--- config.mk ---
export PLATFORM = sky130hd
export DESIGN_NAME = filter_pair_sched
export DESIGN_NICKNAME = d
export VERILOG_FILES = /design/src/rtl/filter_pair_sched_pkg.sv /design/src/rtl/filter_pair_sched_prio_enc.sv /design/src/rtl/filter_pair_sched.sv
export SDC_FILE = /design/constraint.sdc
export NUM_CORES = 1
export LEC_CHECK = 0
export ABC_AREA = 1
export BUFFER_PORTS_ARGS = -buffer_cell sky130_fd_sc_hd__buf_4
export CAP_MARGIN = 20
export CORE_ASPECT_RATIO = 2
export CORE_MARGIN = 5
export CORE_UTILIZATION = 40
export DETAILED_ROUTE_END_ITERATION = 16
export PLACE_DENSITY = 0.67
export SYNTH_ARGS = -nofsm -noshare
export SYNTH_HDL_FRONTEND = slang
export SYNTH_SLANG_ARGS = --single-unit
--- constraint.sdc ---
create_clock -name clk -period 4.8 [get_ports clk]
set_input_delay 0.96 -clock clk [delete_from_list [all_inputs] [get_ports clk]]
set_output_delay 0.96 -clock clk [all_outputs]
set_load 0.01 [all_outputs]
--- src/rtl/filter_pair_sched_pkg.sv ---
// rtl/filter_pair_sched_pkg.sv - shared constants, state encoding and index helpers
package filter_pair_sched_pkg;

  localparam int ROWS  = 6;
  localparam int COLS  = 6;
  localparam int OUT_W = 6;
  localparam int WGT_W = 5;
  localparam int NPAIR = ROWS * COLS;
  localparam int IDX_W = 6;

  typedef enum logic [1:0] {
    ST_IDLE = 2'd0,
    ST_LOAD = 2'd1,
    ST_RUN  = 2'd2,
    ST_DONE = 2'd3
  } state_e;

  // Row index of a flat pair index
  function automatic logic [2:0] flat_to_i(input logic [IDX_W-1:0] k);
    logic [IDX_W-1:0] q;
    q = k / IDX_W'(COLS);
    return q[2:0];
  endfunction

  // Column index of a flat pair index
  function automatic logic [2:0] flat_to_j(input logic [IDX_W-1:0] k);
    logic [IDX_W-1:0] r;
    r = k % IDX_W'(COLS);
    return r[2:0];
  endfunction

  // Flat pair index of (i,j)
  function automatic logic [IDX_W-1:0] ij_to_flat(input logic [2:0] i, input logic [2:0] j);
    return IDX_W'(i) * IDX_W'(COLS) + IDX_W'(j);
  endfunction

endpackage

--- src/rtl/filter_pair_sched_prio_enc.sv ---
// rtl/filter_pair_sched_prio_enc.sv - lowest-set-bit finder over the pair mask
module pair_priority_enc
  import filter_pair_sched_pkg::*;
(
  input  logic [NPAIR-1:0] vec_i,
  output logic [IDX_W-1:0] index_o,
  output logic             any_o,
  output logic [NPAIR-1:0] onehot_o
);

  // Scan high to low so the lowest set bit is the last one written
  always_comb begin
    index_o = '0;
    for (int k = NPAIR - 1; k >= 0; k--) begin
      if (vec_i[k]) begin
        index_o = IDX_W'(k);
      end
    end
    any_o    = |vec_i;
    onehot_o = vec_i & (~vec_i + NPAIR'(1));
  end

endmodule

--- src/rtl/filter_pair_sched.sv ---
// rtl/filter_pair_sched.sv - streams surviving filter-matrix pairs lowest index first
module filter_pair_sched
  import filter_pair_sched_pkg::*;
(
  input  logic                   clk,
  input  logic                   reset,
  input  logic                   start,
  input  logic [3:0]             n,
  input  logic [3:0]             m,
  input  logic [NPAIR-1:0]       filterBit,
  input  logic [NPAIR-1:0]       drop,
  input  logic [NPAIR*OUT_W-1:0] filterOut,
  input  logic [NPAIR*WGT_W-1:0] filterWeight,
  output logic                   out_valid,
  input  logic                   out_ready,
  output logic [2:0]             out_i,
  output logic [2:0]             out_j,
  output logic [OUT_W-1:0]       out_code,
  output logic [WGT_W-1:0]       out_weight,
  output logic                   out_last,
  output logic                   busy,
  output logic                   done,
  output logic [5:0]             pair_count
);

  state_e                   state_q, state_d;
  // mask_q holds pairs not yet presented; the presented pair is already cleared
  logic [NPAIR-1:0]         mask_q, mask_d;
  logic [NPAIR*OUT_W-1:0]   code_q, code_d;
  logic [NPAIR*WGT_W-1:0]   wgt_q, wgt_d;
  logic [5:0]               cnt_q, cnt_d;
  logic                     valid_q, valid_d;
  logic [IDX_W-1:0]         k_q, k_d;

  logic [2:0]               n_clamp, m_clamp;
  logic [NPAIR-1:0]         elig;
  logic [IDX_W-1:0]         enc_index;
  logic                     enc_any;
  logic [NPAIR-1:0]         enc_onehot;

  pair_priority_enc u_enc (
    .vec_i    (mask_q),
    .index_o  (enc_index),
    .any_o    (enc_any),
    .onehot_o (enc_onehot)
  );

  // Eligibility of every pair from the live inputs, captured only on the start edge
  always_comb begin
    n_clamp = (n > 4'd6) ? 3'd6 : n[2:0];
    m_clamp = (m > 4'd6) ? 3'd6 : m[2:0];
    elig    = '0;
    for (int i = 0; i < ROWS; i++) begin
      for (int j = 0; j < COLS; j++) begin
        elig[ij_to_flat(3'(i), 3'(j))] = filterBit[ij_to_flat(3'(i), 3'(j))]
                                       & ~drop[ij_to_flat(3'(i), 3'(j))]
                                       & (3'(i) < n_clamp) & (3'(j) < m_clamp);
      end
    end
  end

  // State register
  always_ff @(posedge clk) begin
    if (!reset) begin
      state_q <= ST_IDLE;
    end else begin
      state_q <= state_d;
    end
  end

  // Datapath registers: mask, snapshot, presented pair and transfer count
  always_ff @(posedge clk) begin
    if (!reset) begin
      mask_q  <= '0;
      code_q  <= '0;
      wgt_q   <= '0;
      cnt_q   <= '0;
      valid_q <= 1'b0;
      k_q     <= '0;
    end else begin
      mask_q  <= mask_d;
      code_q  <= code_d;
      wgt_q   <= wgt_d;
      cnt_q   <= cnt_d;
      valid_q <= valid_d;
      k_q     <= k_d;
    end
  end

  // Next state and datapath updates; a handshake advances to the next pair in the same edge
  always_comb begin
    state_d = state_q;
    mask_d  = mask_q;
    code_d  = code_q;
    wgt_d   = wgt_q;
    cnt_d   = cnt_q;
    valid_d = valid_q;
    k_d     = k_q;
    unique case (state_q)
      ST_IDLE: begin
        if (start) begin
          state_d = ST_LOAD;
          mask_d  = elig;
          code_d  = filterOut;
          wgt_d   = filterWeight;
          cnt_d   = '0;
          valid_d = 1'b0;
        end
      end
      ST_LOAD: begin
        if (!enc_any) begin
          state_d = ST_DONE;
        end else begin
          state_d = ST_RUN;
          valid_d = 1'b1;
          k_d     = enc_index;
          mask_d  = mask_q & ~enc_onehot;
        end
      end
      ST_RUN: begin
        if (valid_q && out_ready) begin
          cnt_d = cnt_q + 6'd1;
          if (enc_any) begin
            k_d    = enc_index;
            mask_d = mask_q & ~enc_onehot;
          end else begin
            valid_d = 1'b0;
            state_d = ST_DONE;
          end
        end
      end
      ST_DONE: begin
        state_d = ST_IDLE;
      end
      default: begin
        state_d = ST_IDLE;
      end
    endcase
  end

  // Outputs decoded from the registered state and presented pair index
  always_comb begin
    out_valid  = valid_q;
    out_i      = flat_to_i(k_q);
    out_j      = flat_to_j(k_q);
    out_code   = code_q[int'(k_q) * OUT_W +: OUT_W];
    out_weight = wgt_q[int'(k_q) * WGT_W +: WGT_W];
    out_last   = valid_q & (mask_q == '0);
    busy       = (state_q == ST_LOAD) || (state_q == ST_RUN);
    done       = (state_q == ST_DONE);
    pair_count = cnt_q;
  end

endmodule

[Yosys cells after proc, flatten, opt, wreduce, memory -nomap -nowiden]
Index checks and enable logic that the tools add are counted.
Word-level totals
  flip-flop bits (word level): 447
  input bits: 480
  output and inout port bits: 27
Cells by class
  $add $sub $neg: 2
  multiply operators: 2
  muxes and demuxes: 58
  eq/ne operators: 7
  div/mod/pow operators: 2
  shift operators: 2
  bitwise gates (word level): 149
  magnitude comparators: 14
  reductions and logical operators: 14
Operator list (count)
  $mux 6: 40
  $shiftx 216x10->6: 1
  $shiftx 180x10->5: 1
  $and 1x1->1: 109
  $mux 36: 3
  $pmux 36 s3: 1
  $and 36x36->36: 2
  $not 36->36: 2
  $add 36x1->36 const B: 1
  $logic_not 36->1: 1
  $not 1->1: 36
  $reduce_or 36->1: 1
  $pmux 6 s2: 2
  $lt 1x3->1 const A: 4
  $lt 2x3->1 const A: 4
  $lt 3x3->1 const A: 4
  $mul 6x3->9 const B: 1
  $reduce_and 3->1: 3
  $gt 4x3->1 const B: 2
  $mul 6x2->8 const B: 1
  $ne 2x2->1 const B: 4
  $pmux 2 s4: 1
  $add 6x1->6 const B: 1
  $div 6x3->6 const B: 1
  other kinds (14): 24

[Logic depth before layout (Yosys ltp)]
  depth in word-level cells: 39
  gate-level depth with buffers: 37

[Modules after synthesis]
A second synthesis with hierarchy kept.
Second synthesis, totals
  cell total of the unflattened synthesis: 3274
  area, all modules: 21315.4 µm²
By module, submodules not included
  filter_pair_sched: sequential area each 8948.6 µm², cells an instance 3071, area each 20465.9 µm², times used 1
  pair_priority_enc: sequential area each 0.0 µm², cells an instance 203, area each 849.6 µm², times used 1

[Least setup slack after synthesis]
Ideal clock, no wire load.
  kind: register -> output
  start: reg k_q[0]
  end: out out_code[4]
  stages on the path, launching flop included: 10
  slack: 1.803 ns
  arrival: 2.037 ns
  data required time: 3.840 ns
  buffers on the path: 3
  cell sequence: dfxtp_1 clkbuf_1 clkbuf_1 clkbuf_1 nor2_1 nor2_1 o21ai_0 a21oi_1 nor4_1 o311ai_0
On the way
  cells in the longest elaborated chain, start to end: 2
Ends and longest elaborated chain
  start, declared: RTL line filter_pair_sched.sv:33  | logic [IDX_W-1:0] k_q, k_d;
  start signal, assigned: RTL line filter_pair_sched.sv:86  | k_q <= k_d;
  $mul 6x2->8: RTL line filter_pair_sched.sv:146  | out_code = code_q[int'(k_q) * OUT_W +: OUT_W];
  $shiftx 216x10->6: RTL line filter_pair_sched.sv:146
  end, declared: RTL line filter_pair_sched.sv:18  | output logic [OUT_W-1:0] out_code,
No other way between the ends.

[Final worst setup path]
  start: reg k_q[0]
  end: out out_code[3]
The elaborated chain is that of the path after synthesis.

==> reports/metrics.yaml <==
clk_latency_ps: 570
dpl_cell_area_um2: 24600
synth_area_per_cell_um2: 6.69
avgRoutedWirePerCell_um: 20.7
h-tree-depth: 2
synth_seq_area_share_pct: 44.0
area_growth_syn_to_layout_pct: 28.3
final_nets: 3899
fin_setup_tns_ps: 0
ir_worst_vdd_mv: 0.381
crit_path_start_kind: "flip-flop"
synth_area_leaders: "dfxtp_1, nor2_1, o21ai_0, clkbuf_1, a21oi_1"
fin_crit_sh_pct: 95.7
hold_viol_final: 0
ant_nets: 0
synth.most_common_cell: "nor2_1"
vias: 21800
clk_pin_slew_ps: 60
via_per_inst: 5.31
yosys.area_share.adder_pct: 0.369
outcome: "complete, no violations"
fill_cells: 5171
synth_top_family_by_area: "simple AND/OR/NAND/NOR gates"
worstSetupPathType: "reg2out"
dp_hpwl_mm: 63.3
routed_wl_mm: 85.0
synthSimpleGateAreaFrac_pct: 28.2
syn_inst: 3042
max_cap_violations: 0
synth_top_area_cell: "dfxtp_1"
slew_headroom_pct: 36.3
grt-ovfl-total: 0
rows: 117
worst_pin_slew_ps: 947
leakagePower_nw: 11.3
boundaryPins: 507
yosysTopAreaCellShare_pct: 44.0
dp.cells: 4022
hold_class: "reg2reg"
layout_min_cycle_time_ps: 4600
drt_iter0_drc: 1864
synth_area_um2: 20400
cts_buffers: 43
clock_sinks: 447
core_um2: 50700
synth_compound_area_share_pct: 21.0
cts_tree: "yes"
drc: 0
grt_pass1_vias: 21200
final_util_pct: 51.5
cts_hold_buf: 0
clock_skew_ps: 17.7
multi_input_area_um2: 10100
drv_slew: 0
synth_cell_types: 52
die_y_um: 329
stdcell_area_um2: 26100
preCtsSetupSlack_ps: 712
grt_max_degree: 179
worst-path-max-fanout: 94
cts_max_path_buffers: 3
critPathCaptureType: "output pin"
first_pass_iters: 6
holdWs_ps: 477
power_density_nw_per_um2: 571
yosys_warnings: 0
drive_gt1_share_pct: 19.2
synthMuxAreaShare_pct: 0
chipWidth_um: 170
synth-xor-area-share_pct: 0.0861
ys_seq_elements: 447
start_util_pct: 40.2
die_area_um2: 55800
antenna_found_initial: 10
fin_total_pwr_mw: 14.9
final_cells: 4109
fmax_mhz: 218
arrival_ps: 3640
cp.required_ps: 3840
syn_nets: 3528
port_buffers: 506
place_congestion: 0.937
layout_setup_ws_ps: 205
synth_edf_count: 0
synthArstFlopShare_pct: 0
yosys-top-cells-count: "nor2_1, o21ai_0, dfxtp_1"
regArea_um2: 8960
grt_use_total_pct: 29.0
root_buffer: "clkbuf_16"
finalSetupViolCount: 0
ys.flop_type: "dfxtp_1"
rsz0062_at_grt: "false"
grt_pass1_wl_mm: 125
-- worst paths after layout --
| path | end | start | slack [ps] | depth (start not counted) |
|---|---|---|---|---|
| worst min-delay path | wgt_q[45] | wgt_q[45] | 480 | 2 |
| worst min register to register | wgt_q[45] | wgt_q[45] | 480 | 2 |
| worst max register to register | mask_q[22] | mask_q[1] | 1660 | 25 |
| worst max-delay path | out_code[3] | k_q[0] | 200 | 8 |
-- logic make-up (layout without fill, tap and decap cells) --
kind of cell	count (synthesis)	in the layout
DFF	447	447
AOI/OAI and AO/OA	801	801
and+or+nand+nor	1444	1444
buffers and inverters	342	748
other	0	7
xor gates and xnor gates	2	2
adders and majority gates	6	6
-- where the power goes --
| group | internal (mW) | switching, mW | leakage (nW) |
|---|---|---|---|
| clock network | 2.14 | 1.56 | 0.748 |
| registers | 4.77 | 0.694 | 3.70 |
| logic | 2.03 | 3.72 | 6.89 |
-- worst max-delay path, stage by stage, from the launching register on --
cell and delay (ps):
dfxtp_4 600, inv_6 330, o21ai_0 410, a21oi_1 160, o311ai_0 700, buf_4 230
o21ai_0 170, a22o_1 270, buf_4 150
-- timing repair --
item                                    4_1_cts  5_1_grt
hold endpoints to repair                      0        0
setup buffers                                 0        0
endpoints found under the setup margin        0        1
gates resized for setup                       0        1
-- layer usage --
| layer | wire length (um) | track usage [%] | vias up |
|---|---|---|---|
| met5 | 13 | 0 | - |
| met4 | 5610 | 16.8 | 2 |
| met3 | 6830 | 6.95 | 205 |
| met2 | 42200 | 51.0 | 914 |
| met1 | 30300 | 31.4 | 9960 |
| li1 | - | - | 10700 |
-- final cells by class --
cell class / count / share of cell area [%]
diodes: 7 / 0.0671
multi-input cells: 2253 / 38.8
repair buffers: 546 / 16.1
inverters: 122 / 1.81
clock buffers: 62 / 4.90
well taps: 654 / 3.13
clock inverters: 18 / 0.930
flip-flops and latches: 447 / 34.3
-- placed cells by master (no fill, tap or decap), types with 5 or more instances in the layout --
cell type	synthesis	layout
nand4_1	23	23
nor3_1	57	57
nor2_1	1185	1184
diode_2	0	7
bufinv_16	0	5
or2_2	5	5
dfxtp_1	447	443
buf_12	0	7
clkbuf_1	205	7
o21a_1	6	6
a21oi_1	87	87
inv_2	9	9
a22o_1	9	9
clkbuf_16	0	44
nor4_1	16	16
clkbuf_8	0	11
nand3_1	28	28
inv_1	108	106
ha_1	6	6
clkinv_2	1	8
o2111ai_1	9	9
o22ai_1	32	32
o31ai_1	7	7
o311ai_0	6	5
nor2_4	4	5
buf_4	2	538
o21ai_0	615	615
nand2_1	112	110
-- flip-flops by register name, indices dropped and copies added (netlist names) --
name / cells
out_valid: 1
pair_count: 6
state_q: 2
mask_q: 36
code_q: 216
k_q: 6
wgt_q: 180
No activity file was read; power rests on OpenSTA's default activity.
